### config.mk
export PLATFORM = sky130hd
export DESIGN_NAME = sine_gen_flat
export DESIGN_NICKNAME = d
export VERILOG_FILES = /design/src/rtl/sine_gen_pkg.sv /design/src/rtl/sine_gen_if.sv /design/src/rtl/sine_rom.sv /design/src/rtl/sine_gen.sv /design/src/flat_wrapper.sv
export SDC_FILE = /design/constraint.sdc
export NUM_CORES = 1
export LEC_CHECK = 0
export CAP_MARGIN = 20
export CORE_ASPECT_RATIO = 1.5
export CORE_MARGIN = 2
export CORE_UTILIZATION = 55
export DETAILED_ROUTE_END_ITERATION = 6
export PLACE_DENSITY = 0.75
export REMOVE_ABC_BUFFERS = 1
export SLEW_MARGIN = 15
export SYNTH_ARGS = -nofsm -noshare
export SYNTH_HDL_FRONTEND = slang
export SYNTH_HIERARCHICAL = 1
export SYNTH_SLANG_ARGS = --single-unit
### constraint.sdc
create_clock -name clk_clk -period 8.5 [get_ports clk_clk]
set_clock_uncertainty 0.2 [all_clocks]
set_input_delay 0.85 -clock clk_clk [delete_from_list [all_inputs] [get_ports clk_clk]]
set_output_delay 0.85 -clock clk_clk [all_outputs]
set_load 0.02 [all_outputs]
### src/rtl/sine_gen_pkg.sv
// Shared defaults and types for the sine_gen block: parameter defaults,
// run/idle state type and the signed sample type.
package sine_gen_pkg;
    localparam int PHASE_W_DEF = 24;
    localparam int DIV_DEF     = 1042;
    localparam int ROM_AW_DEF  = 8;
    localparam int STAGES      = 3;

    typedef enum logic {IDLE = 1'b0, RUN = 1'b1} state_t;
    typedef logic signed [15:0] sample_t;
endpackage

### src/rtl/sine_gen_if.sv
// Control/data bundle of sine_gen: frequency and phase controls in,
// stereo sample word and its valid pulse out.
interface sine_gen_if #(parameter int PHASE_W = 24) ();
    logic               enable;
    logic [PHASE_W-1:0] freq_word;
    logic               freq_load;
    logic               phase_clr;
    logic [31:0]        sin_out;
    logic               sample_valid;

    modport master (output enable, freq_word, freq_load, phase_clr,
                    input  sin_out, sample_valid);
    modport slave  (input  enable, freq_word, freq_load, phase_clr,
                    output sin_out, sample_valid);
endinterface

### src/rtl/sine_rom.sv
// Quarter-wave sine table, 2^ROM_AW entries of round(32767*sin((i+0.5)*pi/2/N)),
// built at elaboration from a Taylor series; one-cycle registered read.
module sine_rom
    import sine_gen_pkg::*;
#(
    parameter int ROM_AW = ROM_AW_DEF
) (
    input  logic              clk,
    input  logic [ROM_AW-1:0] addr,
    output sample_t           data
);
    localparam int  DEPTH = 1 << ROM_AW;
    localparam real PI    = 3.14159265358979323846;

    function automatic logic [DEPTH*16-1:0] gen_table();
        logic [DEPTH*16-1:0] t;
        real x, term, acc;
        t = '0;
        for (int i = 0; i < DEPTH; i++) begin
            x    = (real'(i) + 0.5) * PI / (2.0 * real'(DEPTH));
            term = x;
            acc  = x;
            // x <= pi/2, so 12 odd terms are far below one LSB of error
            for (int k = 1; k < 12; k++) begin
                term = -term * x * x / real'((2 * k) * (2 * k + 1));
                acc  = acc + term;
            end
            t[i*16 +: 16] = 16'($rtoi(32767.0 * acc + 0.5));
        end
        return t;
    endfunction

    localparam logic [DEPTH*16-1:0] TABLE = gen_table();

    always_ff @(posedge clk) begin
        data <= sample_t'(TABLE[{addr, 4'b0000} +: 16]);
    end
endmodule

### src/rtl/sine_gen.sv
// DDS sine generator: phase accumulator stepped on sample ticks, quarter-wave ROM,
// 3-cycle tick-to-sample pipeline. SINE_GEN_EXT_TICK_EN takes ticks from lrck edges.
module sine_gen
    import sine_gen_pkg::*;
#(
    parameter int PHASE_W = PHASE_W_DEF,
    parameter int DIV     = DIV_DEF,
    parameter int ROM_AW  = ROM_AW_DEF
) (
    input  logic       clk_clk,
    input  logic       reset_reset_n,
    input  logic       lrck,
    sine_gen_if.slave  bus
);
    state_t               state_q, state_d;
    logic                 tick;
    logic [PHASE_W-1:0]   phase, inc;
    logic [ROM_AW+1:0]    ph_lat;
    logic [1:0]           quad, quad_q;
    logic [ROM_AW-1:0]    addr;
    sample_t              rom_q, smp;
    logic [31:0]          sin_q;
    logic [STAGES:1]      vld_pipe;

    always_ff @(posedge clk_clk) begin
        if (!reset_reset_n) state_q <= IDLE;
        else                state_q <= state_d;
    end

    always_comb begin
        state_d = state_q;
        case (state_q)
            IDLE:    if (bus.enable)  state_d = RUN;
            RUN:     if (!bus.enable) state_d = IDLE;
            default: state_d = IDLE;
        endcase
    end

`ifdef SINE_GEN_EXT_TICK_EN
    // [0],[1] synchronise the codec clock, [2] holds the previous synced level
    logic [2:0] lrck_sync;

    always_ff @(posedge clk_clk) begin
        if (!reset_reset_n) lrck_sync <= '0;
        else                lrck_sync <= {lrck_sync[1:0], lrck};
    end

    assign tick = (state_q == RUN) && lrck_sync[1] && !lrck_sync[2];
`else
    localparam int CNT_W = (DIV > 1) ? $clog2(DIV) : 1;
    logic [CNT_W-1:0] cnt;
    logic             unused_lrck;

    assign unused_lrck = lrck;
    assign tick        = (state_q == RUN) && (cnt == CNT_W'(DIV - 1));

    always_ff @(posedge clk_clk) begin
        if (!reset_reset_n || state_q != RUN || tick) cnt <= '0;
        else                                          cnt <= cnt + 1'b1;
    end
`endif

    // Stage 0: latch pre-increment phase; clear wins over a coincident tick
    always_ff @(posedge clk_clk) begin
        if (!reset_reset_n) begin
            phase  <= '0;
            inc    <= '0;
            ph_lat <= '0;
        end else begin
            if (bus.freq_load) inc <= bus.freq_word;
            if (bus.phase_clr) phase <= '0;
            else if (tick)     phase <= phase + inc;
            if (tick)          ph_lat <= phase[PHASE_W-1 -: ROM_AW+2];
        end
    end

    // Stage 1: odd quadrants walk the quarter table backwards
    assign quad = ph_lat[ROM_AW+1 -: 2];
    assign addr = ph_lat[ROM_AW-1:0] ^ {ROM_AW{quad[0]}};

    sine_rom #(.ROM_AW(ROM_AW)) u_rom (
        .clk  (clk_clk),
        .addr (addr),
        .data (rom_q)
    );

    always_ff @(posedge clk_clk) begin
        if (!reset_reset_n) quad_q <= '0;
        else                quad_q <= quad;
    end

    // Stage 3: lower half-wave is the negated table value
    assign smp = quad_q[1] ? sample_t'(-rom_q) : rom_q;

    always_ff @(posedge clk_clk) begin
        if (!reset_reset_n) begin
            vld_pipe <= '0;
            sin_q    <= '0;
        end else begin
            vld_pipe <= {vld_pipe[STAGES-1:1], tick};
            if (vld_pipe[STAGES-1]) sin_q <= {smp, smp};
        end
    end

    assign bus.sin_out      = sin_q;
    assign bus.sample_valid = vld_pipe[STAGES];
endmodule
### src/flat_wrapper.sv
// flat-port wrapper written by rule: the top's interface ports become plain ports
module sine_gen_flat import sine_gen_pkg::*;
#(
    parameter int PHASE_W = PHASE_W_DEF,
    parameter int DIV     = DIV_DEF,
    parameter int ROM_AW  = ROM_AW_DEF
)
  (clk_clk, reset_reset_n, lrck, bus_enable, bus_freq_word, bus_freq_load, bus_phase_clr, bus_sin_out, bus_sample_valid);
  sine_gen_if #(.PHASE_W(PHASE_W)) bus_i ();
  input  logic clk_clk;
  input  logic reset_reset_n;
  input  logic lrck;
  input wire logic [$bits(bus_i.enable)-1:0] bus_enable;
  input wire logic [$bits(bus_i.freq_word)-1:0] bus_freq_word;
  input wire logic [$bits(bus_i.freq_load)-1:0] bus_freq_load;
  input wire logic [$bits(bus_i.phase_clr)-1:0] bus_phase_clr;
  output wire logic [$bits(bus_i.sin_out)-1:0] bus_sin_out;
  output wire logic [$bits(bus_i.sample_valid)-1:0] bus_sample_valid;
  assign bus_i.enable = bus_enable;
  assign bus_i.freq_word = bus_freq_word;
  assign bus_i.freq_load = bus_freq_load;
  assign bus_i.phase_clr = bus_phase_clr;
  assign bus_sin_out = bus_i.sin_out;
  assign bus_sample_valid = bus_i.sample_valid;
  sine_gen #(.PHASE_W(PHASE_W), .DIV(DIV), .ROM_AW(ROM_AW)) u_core (.clk_clk(clk_clk), .reset_reset_n(reset_reset_n), .lrck(lrck), .bus(bus_i));
endmodule
==> impl_metrics.yaml <==
floorplanning:
  placementRows: 58
  die_area_um2: 18300
  top_level_ports: 63
  dieHeight_um: 165
  core_area_um2: 16800
  start_util_pct: 56.2
  die_w_um: 111
power:
  pwr_density_cell_nw_per_um2: 97.4
  sw_ratio_pct: 25.2
  vdd.ir_drop.worst_v: 0.000203
  total_power_mw: 0.990
  p_seq_share_pct: 50.9
  power.leakage_nw: 3.66
  power_switching_mw: 0.249
  power.share.clock_pct: 43.2
  comb_power_share_pct: 5.9
  cell_int_power_mw: 0.741
yosys:
  synthTopCellsByArea: "sky130_fd_sc_hd__dfxtp_1, sky130_fd_sc_hd__nand2_1, sky130_fd_sc_hd__ha_1, sky130_fd_sc_hd__a21oi_1, sky130_fd_sc_hd__o21ai_0"
  asyncSetResetFlopFracSynth_pct: 0
  number_of_enable_type_register_cells_in_the_synthesized_netlist: 0
  synthFlopType: "sky130_fd_sc_hd__dfxtp_1"
  yosys_warnings: 6
  netlist-cell-type-count: 90
  post-synth-top-count-cell: "sky130_fd_sc_hd__nand2_1"
  synthesis_stage_register_bit_count: 105
  postSynthCellCount: 1277
  netlist.top_cell.by_area: "sky130_fd_sc_hd__dfxtp_1"
  yosysSeqAreaShare_pct: 22.2
  leading_post_synthesis_cells_by_instance_count: "sky130_fd_sc_hd__nand2_1, sky130_fd_sc_hd__dfxtp_1, sky130_fd_sc_hd__a21oi_1"
  synth_area_per_cell_um2: 7.41
  synth_top_cell_area_share_pct: 22.2
  syn_area_um2: 9460
routing:
  drt_wl_total_mm: 35.9
  drtPass1Iterations: 7
  vias_per_cell: 6.96
  dr_total_vias: 10062
  drcViolationCount: 0
  antenna_left: 0
  average_wire_length_per_cell_after_detail_routing_um: 24.9
  drt_first_iter_violations: 1352
grt:
  first_global_vias: 9644
  grt_util_met2_pct: 65.9
  antenna_found_initial: 0
  grt_most_used_layer: "met2"
  grt.met1_usage_pct: 43.3
  gr-total-overflow: 0
  grt.met3_usage_pct: 6.57
  groute.usage.overall_pct: 38.7
  grt_start_max_net_pins: 172
  grt_pass1_wl_mm: 55.3
critical_path:
  cp_max_fo: 23
  critical_path.most_common_cell: "sky130_fd_sc_hd__buf_4"
  worstPathCellList: "xor2_1, buf_4, inv_1, ha_1, buf_4, nand2b_1, nand2_1, a221oi_1, a31oi_1, a32o_1, a21oi_1"
  crit_buf_inv: 3
  critPathLaunchType: "register"
  timing.critical_path.arrival_ns: 4.74
  worst_setup_path_end_kind: "register"
  critical_path_s_largest_stage_delay_ns: 1.02
  critical-path-top-delay-family: "compound AO/OA/AOI/OAI gates"
  cpMaxStageDelayCell: "sky130_fd_sc_hd__dfxtp_1"
  critical_path_class: "reg2reg"
  timing.critical_path.required_ns: 8.53
timing:
  worst-slew-pin-transition_ns: 1.05
  finalSetupViolCount: 0
  grt_setup_unrepaired: "false"
  post_route_setup_slack_ns: 3.79
  timing.final.hold_violations: 0
  achievable-frequency_mhz: 212
  post-route-min-period_ns: 4.71
  slew_headroom_pct: 29.8
  final.period_utilization_pct: 55.4
  number_of_max_slew_violations_in_the_final_report: 0
clock_tree:
  postCtsSetupBuffers: 0
  clk_latency_ns: 0.36
  ctsRootBufferMaster: "sky130_fd_sc_hd__clkbuf_16"
  clkTransAtPathRegs_ns: 0.09
  cts_num_sinks: 105
  post_cts.resized_instances: 0
  cts_tree: "built"
  htreeDepth: 3
  max-clock-path-buffers: 2
  cts_hold_buffers: 0
  numCtsBuffers: 9
placed_design:
  numPortBuffers: 61
  place.detailed.hpwl_mm: 25.1
  gpl.final_weighted_congestion: 1.06
  placed_area_um2: 9850
  pre_cts_ws_ns: 4.08
final_layout:
  nets: 1304
  syn_to_final_growth_pct: 7.51
  layout.cell_area.non_filler_um2: 10200
  nFillCells: 1667
  ratio_of_cells_with_drive_above_1_in_the_final_layout_pct: 5.75
  antennaDiodeCount: 0
run:
  maxCapViolCount: 0
status:
  run_status: "complete, no violations"
hold_path:
  hold_path.class: "reg2reg"
==> worst register-to-register path: stages (launching register included) <==
cell and delay [ns]:
sky130_fd_sc_hd__dfxtp_1 1.02, sky130_fd_sc_hd__xor2_1 0.20, sky130_fd_sc_hd__buf_4 0.35, sky130_fd_sc_hd__inv_1 0.30, sky130_fd_sc_hd__ha_1 0.36, sky130_fd_sc_hd__buf_4 0.25, sky130_fd_sc_hd__nand2b_1 0.54, sky130_fd_sc_hd__nand2_1 0.29
sky130_fd_sc_hd__a221oi_1 0.40, sky130_fd_sc_hd__a31oi_1 0.08, sky130_fd_sc_hd__a32o_1 0.28, sky130_fd_sc_hd__a21oi_1 0.33
==> metal layers <==
| metal | routed length (µm) | vias up | share of wire [%] |
|---|---|---|---|
| met5 | 0 | - | 0 |
| met4 | 3220 | 0 | 8.9 |
| met3 | 3070 | 180 | 8.5 |
| met2 | 16800 | 616 | 47 |
| met1 | 12800 | 4693 | 36 |
| li1 | - | 4573 | - |
==> cells in the final DEF (no fill, tap or decap), types with 17 or more instances in the layout <==
cell	instances
sky130_fd_sc_hd__a21oi_1	100
sky130_fd_sc_hd__a311oi_1	18
sky130_fd_sc_hd__a31oi_1	20
sky130_fd_sc_hd__clkdlybuf4s50_1	60
sky130_fd_sc_hd__dfxtp_1	105
sky130_fd_sc_hd__ha_1	43
sky130_fd_sc_hd__inv_1	18
sky130_fd_sc_hd__mux2i_1	32
sky130_fd_sc_hd__nand2_1	148
sky130_fd_sc_hd__nand2b_1	33
sky130_fd_sc_hd__nand3_1	62
sky130_fd_sc_hd__nor2_1	76
sky130_fd_sc_hd__nor2b_1	47
sky130_fd_sc_hd__nor3_1	31
sky130_fd_sc_hd__o211a_1	17
sky130_fd_sc_hd__o211ai_1	21
sky130_fd_sc_hd__o21ai_0	69
sky130_fd_sc_hd__xor2_1	26
==> path summary, 6_finish.rpt <==
kind                       from                    to  slack [ns]  depth (start not counted)
min          u_core/vld_pipe[1]    u_core/vld_pipe[2]        0.26                          1
min reg2reg  u_core/vld_pipe[1]    u_core/vld_pipe[2]        0.26                          1
max reg2reg    u_core/ph_lat[8]  u_core/u_rom/data[9]        3.79                         11
max            u_core/ph_lat[8]  u_core/u_rom/data[9]        3.79                         11
==> logic make-up after synthesis <==
logic type	count (synthesis)	share of synthesized area (%)
adder cells (fa/ha/maj)	44	5.90
AND/OR/NAND/NOR	468	24.2
flip-flops	105	22.2
other	1	0.0396
multiplexers	38	4.70
buffers and inverters	158	8.40
AO/OA/AOI/OAI	419	30.4
XOR/XNOR	44	4.07
==> power by group through the flow <==
stage               clock (mW)  sequential [mW]  combinational (mW)
finish                   0.428            0.504              0.0583
global route             0.453            0.505              0.0639
CTS                      0.438            0.504              0.0584
detailed placement           0            0.515              0.0583
global placement             0            0.515              0.0565
floorplan                    0            0.513              0.0313
==> flip-flops by register name (all words and copies together) (netlist names) <==
name and count:
u_core/bus.sin_out 16, u_core/u_rom/data 15, u_core/inc 24, u_core/vld_pipe 3, u_core/cnt 11, u_core/phase 24, u_core/state_q 1, u_core/quad_q 1
u_core/ph_lat 10
==> through the flow <==
step | hold slack [ns] | setup TNS [ns] | cells | util (%)
after floorplan | 0.212 | -13.96 | 1142 | -
after global placement | 0.226 | 0 | 1429 | 58.5
after detailed placement | 0.240 | 0 | 1429 | 58.5
after CTS | 0.256 | 0 | 1445 | 60.4
after global routing | 0.273 | 0 | 1445 | 60.4
final | 0.256 | 0 | 1445 | 60.4
==> final cells by class <==
type	instances	area, µm²	share of cell area, %
flip-flops and latches	105	2100	20.7
clock buffers	9	225	2.21
clock inverters	7	91.3	0.898
inverters	23	86.3	0.849
well taps	210	263	2.58
repair buffers	77	738	7.26
multi-input cells	1014	6660	65.5
Power figures use the tool's default switching activity.
